$ cat src/rtl/vga_capture_pkg.sv
// Shared constants for the TinyVGA PMOD receive path: byte bit map, capture state
// encoding and default 640x480@60 timing.
package vga_capture_pkg;

  localparam int unsigned PMOD_HSYNC = 7;
  localparam int unsigned PMOD_B0    = 6;
  localparam int unsigned PMOD_G0    = 5;
  localparam int unsigned PMOD_R0    = 4;
  localparam int unsigned PMOD_VSYNC = 3;
  localparam int unsigned PMOD_B1    = 2;
  localparam int unsigned PMOD_G1    = 1;
  localparam int unsigned PMOD_R1    = 0;

  localparam int unsigned DEF_H_TOTAL  = 800;
  localparam int unsigned DEF_H_START  = 144;
  localparam int unsigned DEF_H_ACTIVE = 640;
  localparam int unsigned DEF_V_TOTAL  = 525;
  localparam int unsigned DEF_V_START  = 35;
  localparam int unsigned DEF_V_ACTIVE = 480;

  typedef enum logic [1:0] {
    SEARCH,
    SYNCING,
    LOCKED
  } cap_state_t;

  // Reassemble {R[1:0],G[1:0],B[1:0]} from the interleaved PMOD byte.
  function automatic logic [5:0] pmod_rgb(input logic [7:0] b);
    return {b[PMOD_R1], b[PMOD_R0], b[PMOD_G1], b[PMOD_G0], b[PMOD_B1], b[PMOD_B0]};
  endfunction

endpackage

$ cat src/rtl/vga_sync_edge.sv
// One sync line: input register plus detection of the transition into the
// asserted level (asserted now, previous sample not asserted).
module vga_sync_edge #(
  parameter logic POL = 1'b0
) (
  input  logic clk,
  input  logic rst,
  input  logic sync_in,
  output logic assert_edge
);

  logic s1;
  logic prev;

  // Reset to the idle level so a line already idle after reset yields no edge.
  always_ff @(posedge clk or posedge rst) begin
    if (rst) begin
      s1   <= ~POL;
      prev <= ~POL;
    end else begin
      s1   <= sync_in;
      prev <= s1;
    end
  end

  assign assert_edge = (s1 == POL) && (prev != POL);

endmodule

$ cat src/rtl/vga_pmod_capture.sv
// TinyVGA PMOD receiver: locks to hsync/vsync, rebuilds pixel coordinates and colour,
// checks line and frame length, and reports a per-frame colour checksum.
module vga_pmod_capture
  import vga_capture_pkg::*;
#(
  parameter int unsigned H_TOTAL  = DEF_H_TOTAL,
  parameter int unsigned H_START  = DEF_H_START,
  parameter int unsigned H_ACTIVE = DEF_H_ACTIVE,
  parameter int unsigned V_TOTAL  = DEF_V_TOTAL,
  parameter int unsigned V_START  = DEF_V_START,
  parameter int unsigned V_ACTIVE = DEF_V_ACTIVE,
  parameter logic        SYNC_POL = 1'b0
) (
  input  logic        clk,
  input  logic        rst,
  input  logic [7:0]  vga_pmod,
  output logic        pix_valid,
  output logic [9:0]  pix_x,
  output logic [9:0]  pix_y,
  output logic [5:0]  pix_rgb,
  output logic        locked,
  output logic        frame_done,
  output logic [15:0] frame_sum,
  output logic        err_line,
  output logic        err_frame
);

  localparam logic [11:0] H_TOTAL_W = 12'(H_TOTAL);
  localparam logic [10:0] H_LO      = 11'(H_START);
  localparam logic [10:0] H_HI      = 11'(H_START + H_ACTIVE);
  localparam logic [9:0]  V_TOTAL_W = 10'(V_TOTAL);
  localparam logic [9:0]  V_LO      = 10'(V_START);
  localparam logic [9:0]  V_HI      = 10'(V_START + V_ACTIVE);

  logic        hs_edge;
  logic        vs_edge;
  logic [5:0]  rgb_s1;
  logic [5:0]  rgb_d;
  logic [10:0] h_cnt;
  logic [9:0]  v_cnt;
  logic [9:0]  lines;
  logic [9:0]  lines_inc;
  logic [11:0] h_len;
  logic        h_seen;
  logic        line_bad;
  logic        frame_bad;
  logic        leave_locked;
  logic        active;
  logic [15:0] acc;
  cap_state_t  state;

  vga_sync_edge #(.POL(SYNC_POL)) u_hs_edge (
    .clk         (clk),
    .rst         (rst),
    .sync_in     (vga_pmod[PMOD_HSYNC]),
    .assert_edge (hs_edge)
  );

  vga_sync_edge #(.POL(SYNC_POL)) u_vs_edge (
    .clk         (clk),
    .rst         (rst),
    .sync_in     (vga_pmod[PMOD_VSYNC]),
    .assert_edge (vs_edge)
  );

  // lines_inc includes an hs edge coincident with the closing vs edge, so both
  // mid-line and line-aligned vsync placements tally V_TOTAL lines per frame.
  always_comb begin
    h_len        = {1'b0, h_cnt} + 12'd1;
    line_bad     = hs_edge && h_seen && (h_len != H_TOTAL_W);
    lines_inc    = (hs_edge && (lines != '1)) ? lines + 10'd1 : lines;
    frame_bad    = vs_edge && (state != SEARCH) && (lines_inc != V_TOTAL_W);
    leave_locked = (state == LOCKED) && (line_bad || frame_bad);
    active       = (state == LOCKED) &&
                   (h_cnt >= H_LO) && (h_cnt < H_HI) &&
                   (v_cnt >= V_LO) && (v_cnt < V_HI);
  end

  always_ff @(posedge clk or posedge rst) begin
    if (rst) begin
      state  <= SEARCH;
      locked <= 1'b0;
    end else begin
      unique case (state)
        SEARCH: begin
          if (vs_edge) state <= SYNCING;
        end
        SYNCING: begin
          if (line_bad || frame_bad) begin
            state <= SEARCH;
          end else if (vs_edge) begin
            state  <= LOCKED;
            locked <= 1'b1;
          end
        end
        LOCKED: begin
          if (line_bad || frame_bad) begin
            state  <= SEARCH;
            locked <= 1'b0;
          end
        end
        default: begin
          state  <= SEARCH;
          locked <= 1'b0;
        end
      endcase
    end
  end

  // Timing counters and error pulses, one cycle behind the sync edge detectors.
  always_ff @(posedge clk or posedge rst) begin
    if (rst) begin
      rgb_s1    <= '0;
      rgb_d     <= '0;
      h_cnt     <= '0;
      v_cnt     <= '0;
      lines     <= '0;
      h_seen    <= 1'b0;
      err_line  <= 1'b0;
      err_frame <= 1'b0;
    end else begin
      rgb_s1    <= pmod_rgb(vga_pmod);
      rgb_d     <= rgb_s1;
      err_line  <= line_bad;
      err_frame <= frame_bad;
      if (hs_edge) begin
        h_cnt  <= '0;
        h_seen <= 1'b1;
      end else if (h_cnt != '1) begin
        h_cnt <= h_cnt + 11'd1;
      end
      if (vs_edge) begin
        v_cnt <= '0;
        lines <= '0;
      end else begin
        lines <= lines_inc;
        if (hs_edge && (v_cnt != '1)) v_cnt <= v_cnt + 10'd1;
      end
    end
  end

  // Pixel outputs, accumulator and checksum, driven from the aligned h/v counters.
  always_ff @(posedge clk or posedge rst) begin
    if (rst) begin
      pix_valid  <= 1'b0;
      pix_x      <= '0;
      pix_y      <= '0;
      pix_rgb    <= '0;
      acc        <= '0;
      frame_done <= 1'b0;
      frame_sum  <= '0;
    end else begin
      pix_valid  <= active;
      frame_done <= vs_edge && (state == LOCKED) && !frame_bad;
      if (active) begin
        pix_x   <= 10'(h_cnt - H_LO);
        pix_y   <= v_cnt - V_LO;
        pix_rgb <= rgb_d;
      end
      if (vs_edge && (state == LOCKED) && !frame_bad) frame_sum <= acc;
      if (vs_edge || leave_locked) begin
        acc <= '0;
      end else if (active) begin
        acc <= acc + 16'(rgb_d);
      end
    end
  end

endmodule

$ cat config.mk
export PLATFORM = sky130hd
export DESIGN_NAME = vga_pmod_capture
export DESIGN_NICKNAME = d
export VERILOG_FILES = /design/src/rtl/vga_capture_pkg.sv /design/src/rtl/vga_sync_edge.sv /design/src/rtl/vga_pmod_capture.sv
export SDC_FILE = /design/constraint.sdc
export NUM_CORES = 1
export LEC_CHECK = 0
export ABC_AREA = 1
export CAP_MARGIN = 25
export CORE_MARGIN = 2
export CORE_UTILIZATION = 57
export CTS_BUF_LIST = sky130_fd_sc_hd__clkbuf_2
export CTS_CLUSTER_SIZE = 10
export DETAILED_ROUTE_END_ITERATION = 6
export HOLD_SLACK_MARGIN = 0.12
export PLACE_DENSITY = 0.79
export SLEW_MARGIN = 20
export SYNTH_ARGS = -nofsm -noshare
export SYNTH_HDL_FRONTEND = slang
export SYNTH_SLANG_ARGS = --single-unit
$ cat constraint.sdc
create_clock -name clk -period 5.3 [get_ports clk]
set_input_delay 1.06 -clock clk [delete_from_list [all_inputs] [get_ports clk]]
set_output_delay 1.06 -clock clk [all_outputs]
set_load 0.05 [all_outputs]
==> flow_summary.ini, run 1 <==
[routing]
wl_met2_mm = 5.37
vias = 4427
drc_errors = 0
routed-wl-met3_um = 464
drt-total-wl_mm = 11.2
wire_per_inst_um = 13.2
dr.pass1.iters = 5
routed.top_layer = met4
vias_per_cell = 5.21
wl_met1_mm = 5.24
ant_nets = 0
drtIter0Drc = 213

[clock_tree]
clk_pin_slew_ns = 0.17
cts_buffers = 17
clock_latency_ns = 0.65
cts.htree.levels = 4
cts_root_buf = clkbuf_2
postCtsSetupRepairBufs = 0
ctsResizeCount = 0
clock_path_buffers = 2
cts_tree = yes
cts_hold_buf = 0
cts_num_sinks = 113

[critical_path]
path_class = reg2reg
start_kind = flop
timing.critical_path.slowest_cell_delay_ns = 0.52
cpLargestDelayFamily = simple AND/OR/NAND/NOR gates
crit_chain = ha_1 -> inv_1 -> nand2_1 -> nor3_1 -> nor2_1 -> nor2_1 -> nand3_1 -> nand2_1 -> nor2_2 -> buf_4 -> inv_2 -> a21oi_1 -> xnor2_1 -> nor2_4
end_kind = flop
cp_max_fo = 45
worstPathRequired_ns = 5.85
worst-r2r-setup-slack_ns = 2.31
cp_data_arrival_time_ns = 3.54
crit_buf_inv = 3
cp_slowest_cell = inv_2

[floorplanning]
fp.dieW_um = 102
fp.coreArea_sq_um = 9240
io_pins = 57
fp-row-count = 35
start_util = 0.588
die_area_sq_um = 10300
die_h_um = 102

[logic_synthesis]
synthesis.area_sq_um = 5430
ys_seq_area_frac = 0.522
synth_ff_type = dfrtp_1
yosys-top-cells-area = dfrtp_1 50%, nand2_1 11%, nor2_1 5.7%
synth_fp_nets = 668
synth-async-reset-ratio = 1.00
syn_area_per_cell_sq_um = 8.43
synth_top_area_cell = dfrtp_1
synth-edff-count = 0
ys_ff_latch = 113
synth_warnings = 0
yosysTopAreaCellShare = 0.502
yosys.cell_count.top_type = nand2_1
synth_cell_types = 35
syn_inst = 644
post_synth_most_frequent_cells = 160 x nand2_1, 109 x dfrtp_1, 83 x nor2_1, 59 x inv_1, 36 x nand3_1

[placement]
gp_congestion = 0.903
dp_slack_ns = 2.38
dp.cells = 818
numPortBuffers = 56
hpwl_mm = 8.00

[sta]
fin_skew_ns = 0.0233
final-setup-viol-count = 0
worst-slew-pin-transition_ns = 0.773
drv_slew = 0
finalCritPeriodShare = 0.565
slew_headroom = 0.484
setup_ws_ns = 2.31
clock.fmax_mhz = 334
setup_tns_ns = 0
finalHoldViolations = 0
rsz0062_at_grt = false
finalCriticalPeriod_ns = 2.99

[min_path]
hp-class = reg2reg

[flow_run]
maxCapViolations = 0

[status]
outcome = finished, final reports clean

[power]
fin_total_pwr_mw = 1.66
peakVddDrop_uv = 205
powerDensity_nw_per_um2 = 261
power_leakage_nw = 3.02

[global_route]
overflow = 0
grt_max_degree = 79
grt_pass1_wl_mm = 19.3
grt_pass1_vias = 4319
antenna_found_initial = 0
grt.total_usage = 0.236

[layout]
n_antenna_cell = 0
nets = 733
fin_cells = 850
area_growth_pct = 17.3
drive_gt1_frac = 0.0915
per-stage QoR:
step | area [sq um] | hold WS, ns | utilization
global placement | 6110 | 0.334 | 0.661
CTS | 6340 | 0.365 | 0.686
finish | 6370 | 0.373 | 0.689
detailed placement | 6110 | 0.343 | 0.661
global route | 6370 | 0.360 | 0.689
floorplan | 5430 | 0.331 | -
flip-flops by register name, indices dropped and copies added, names as in the netlist, 2 cells and up:
name	cells
acc	16
pix_y	10
lines	10
pix_rgb	6
h_cnt	11
v_cnt	10
rgb_d	6
frame_sum	16
state	2
rgb_s1	6
pix_x	10
worst register-to-register path: stages, from the launching register on:
cell	delay, ns
dfrtp_1	0.49
ha_1	0.25
inv_1	0.07
nand2_1	0.09
nor3_1	0.29
nor2_1	0.12
nor2_1	0.19
nand3_1	0.11
nand2_1	0.09
nor2_2	0.04
buf_4	0.22
inv_2	0.52
a21oi_1	0.11
xnor2_1	0.27
nor2_4	0.04
metal layers:
| layer | track usage | vias to the layer above |
|---|---|---|
| met3 | 0.0559 | 12 |
| met4 | 0.0769 | 0 |
| met2 | 0.377 | 105 |
| li1 | - | 2205 |
| met5 | 0 | - |
| met1 | 0.320 | 2105 |
cells in the final DEF, fill, tap and decap left out, types with 2 or more instances in the layout:
cell / count
clkinv_4: 4
clkinv_1: 3
xor2_1: 22
o22ai_1: 2
clkinvlp_4: 4
nor2_4: 2
inv_1: 58
o21bai_1: 2
nor3_1: 20
clkinv_2: 3
o21ai_0: 35
inv_2: 2
bufinv_16: 2
ha_1: 13
clkdlybuf4s50_1: 56
nor2_2: 13
nand2_4: 2
a21oi_1: 30
nand2_1: 160
nor2_1: 81
xnor2_1: 5
nand3_1: 36
nand3b_1: 3
dfstp_2: 4
nand2_2: 5
dfrtp_1: 109
nand4_1: 12
clkbuf_2: 17
a31oi_1: 3
buf_4: 2
power breakdown:
group	leakage, nW	switching [mW]	total [mW]	internal, mW
registers	1.52	0.0354	0.931	0.895
clock network	0.129	0.340	0.551	0.210
logic	1.37	0.121	0.179	0.0585
total	3.02	0.497	1.66	1.16
cell families (layout without fill, tap and decap cells):
kind of cell    after synthesis  after routing  synth area share
fa+ha+maj                    14             14            0.0336
simple gates                340            340             0.275
flops                       113            113             0.522
compound gates               73             73            0.0698
xor+xnor                     27             27            0.0435
buf+inv                      76            153            0.0548
mux                           1              1           0.00184
layout make-up:
cell class / instances / area, sq um
fill: 757 / 2870
clock inverter: 14 / 144
timing repair buffer: 59 / 603
clock buffer: 17 / 85.1
sequential: 113 / 2830
tap: 129 / 161
multi-input combinational: 455 / 2300
inverter: 63 / 239
worst paths after layout:
path | from | end | cells past startpoint
worst min register to register | rgb_s1[0]$_DFF_PP0_ | rgb_d[0]$_DFF_PP0_ | 0
min in group asynchronous | rst | lines[5]$_DFF_PP0_ | 2
worst min-delay path | rgb_s1[0]$_DFF_PP0_ | rgb_d[0]$_DFF_PP0_ | 0
max in group asynchronous | rst | err_line$_DFF_PP0_ | 3
worst max-delay path | v_cnt[0]$_DFFE_PP0P_ | acc[7]$_DFFE_PP0P_ | 14
worst max register to register | v_cnt[0]$_DFFE_PP0P_ | acc[7]$_DFFE_PP0P_ | 14
Note: power is estimated with default switching activity, not from simulation.
==> inputs of run 2 (changes only) <==
--- a/config.mk
+++ b/config.mk
@@ -8,12 +8,12 @@
 export ABC_AREA = 1
 export CAP_MARGIN = 25
 export CORE_MARGIN = 2
-export CORE_UTILIZATION = 57
+export CORE_UTILIZATION = 53
 export CTS_BUF_LIST = sky130_fd_sc_hd__clkbuf_2
 export CTS_CLUSTER_SIZE = 10
 export DETAILED_ROUTE_END_ITERATION = 6
 export HOLD_SLACK_MARGIN = 0.12
-export PLACE_DENSITY = 0.79
+export PLACE_DENSITY = 0.77
 export SLEW_MARGIN = 20
 export SYNTH_ARGS = -nofsm -noshare
 export SYNTH_HDL_FRONTEND = slang
==> constraint.sdc (replaced) <==
create_clock -name clk -period 2.5 [get_ports clk]
set_input_delay 0.5 -clock clk [delete_from_list [all_inputs] [get_ports clk]]
set_output_delay 0.5 -clock clk [all_outputs]
set_load 0.05 [all_outputs]
==> run 2 against run 1 <==
Net effect:
- clock-buffer cell count rose by 2
- flip-flop and latch count did not move
- final area grew 2.9%
- wire length about the same
- global-route usage decreased by 1.5 points
- utilization fell by 2.5 points
- hold slack lost 0.18 ns
- sequential power is 110% higher
- cell count is 1.8% higher
- critical path type is now reg2out
==> flow_summary.ini, run 2 (synthesis gave the netlist of run 1 again) <==
[status]
outcome = finished, final reports clean

[min_path]
holdCritStartpoint = vga_pmod[3]
hp-class = in2reg

[sta]
drv_slew = 0
worst-slew-pin-transition_ns = 0.607
rsz0062_at_grt = false
slew_headroom = 0.596
clock.fmax_mhz = 418
setup_tns_ns = 0
final-setup-viol-count = 0
finalCriticalPeriod_ns = 2.39
holdWs_ns = 0.196
finalCritPeriodShare = 0.958
fin_skew_ns = 0.0262
finalHoldViolations = 0

[floorplanning]
start_util = 0.550
io_pins = 57
die_h_um = 105
fp-row-count = 36
die_area_sq_um = 11100
fp.dieW_um = 105
fp.coreArea_sq_um = 9860

[power]
switching_power_mw = 1.02
switching_share = 0.268
p_seq_frac = 0.518
peakVddDrop_uv = 393
clkPwrFrac = 0.379
fin_total_pwr_mw = 3.80
power_leakage_nw = 3.13
p_int_mw = 2.78
combinationalPowerShare = 0.103
powerDensity_nw_per_um2 = 579

[routing]
ant_nets = 0
drtIter0Drc = 202
vias = 4407
drt-total-wl_mm = 11.2
dr.pass1.iters = 5
wire_per_inst_um = 13.0
drc_errors = 0
vias_per_cell = 5.09

[layout]
fillerInstances = 810
nets = 743
multi_input_area_sq_um = 2330
drive_gt1_frac = 0.107
largestRegisters = acc x16, frame_sum x16, h_cnt x11
area_growth_pct = 20.7
seqCellArea_sq_um = 2830
fin_cells = 865
final_cell_mix = 160 x nand2_1, 108 x dfrtp_1, 80 x nor2_1
layout_commonest_cell = nand2_1
final_cell_area_sq_um = 6560
n_antenna_cell = 0

[critical_path]
cpLargestDelayFamily = buffers and inverters
timing.critical_path.slowest_cell_delay_ns = 0.81
cp_data_arrival_time_ns = 1.89
worstPathRequired_ns = 2.00
crit_chain = clkdlybuf4s50_1
cp_max_fo = 2
end_kind = primary output
r2r_start = lines[1]$_DFF_PP0_
crit_buf_inv = 1
start_kind = flop
crit_path_start = locked$_DFFE_PP0P_
path_class = reg2out
cp_slowest_cell = clkdlybuf4s50_1

[global_route]
grt_max_degree = 114
antenna_found_initial = 0
grt_pass1_vias = 4281
grt_pass1_wl_mm = 19.7
overflow = 0
grt.total_usage = 0.221

[clock_tree]
clock_path_buffers = 2
cts.htree.levels = 4
clock_latency_ns = 0.68
cts_tree = yes
cts_num_sinks = 113
cts_root_buf = clkbuf_2
postCtsSetupRepairBufs = 0
cts_buffers = 17
clk_pin_slew_ns = 0.17

[placement]
hpwl_mm = 7.96
dpl_cell_area_sq_um = 6240
gp_congestion = 0.871
numPortBuffers = 56
dp.cells = 833

[flow_run]
maxCapViolations = 0
[run 2: through the flow]
step                      worst slack, ns   util
after CTS                          0.0583  0.661
after floorplan                     0.443      -
after global routing              0.00586  0.665
final                               0.105  0.665
after detailed placement            0.144  0.632
after global placement              0.226  0.632
[run 2: layout make-up]
cell class | instances | share of cell area
repair buffers | 69 | 0.107
multi-input cells | 455 | 0.355
clock inverters | 13 | 0.0292
inverters | 63 | 0.0366
well taps | 133 | 0.0254
clock buffers | 19 | 0.0145
flip-flops and latches | 113 | 0.432
[run 2: routing by layer]
metal,share of wire,global-route usage,wire (um)
met3,0.047,0.0557,523
met1,0.48,0.312,5340
met2,0.46,0.336,5180
met5,0,0,0
met4,0.014,0.0733,154
[run 2: path summary, 6_finish.rpt]
check | slack (ns) | cells past startpoint | endpoint
min in group asynchronous | 0.29 | 3 | pix_rgb[1]$_DFFE_PP0P_
setup / recovery | 0.11 | 1 | locked
setup reg to reg | 0.27 | 15 | acc[8]$_DFFE_PP0P_
hold reg to reg | 0.36 | 0 | rgb_d[4]$_DFF_PP0_
hold / removal | 0.20 | 1 | u_vs_edge.s1$_DFF_PP1_
max in group asynchronous | 1.71 | 3 | lines[1]$_DFF_PP0_
[run 2: power groups by stage]
stage	Sequential (mW)	Clock (mW)	Combinational [mW]
2_1_floorplan	2.02	0	0.234
3_3_place_gp	2.00	0	0.383
3_5_place_dp	2.00	0	0.388
4_1_cts	1.96	1.46	0.391
5_1_grt	1.98	1.55	0.448
6_report	1.97	1.44	0.393
[run 2: timing repair]
item / in CTS / in global routing
resized for setup: 0 / 8
hold endpoints to repair: 0 / 0
setup endpoints to repair: 0 / 30
hold buffers: 0 / 0
==> inputs of run 3 (changes only) <==
--- a/config.mk
+++ b/config.mk
@@ -10,7 +10,7 @@
 export CORE_MARGIN = 2
 export CORE_UTILIZATION = 53
 export CTS_BUF_LIST = sky130_fd_sc_hd__clkbuf_2
-export CTS_CLUSTER_SIZE = 10
+export CTS_CLUSTER_SIZE = 20
 export DETAILED_ROUTE_END_ITERATION = 6
 export HOLD_SLACK_MARGIN = 0.12
 export PLACE_DENSITY = 0.77
==> results of run 3 <==
Final layout, timing and power as in run 2 (identical DEF).
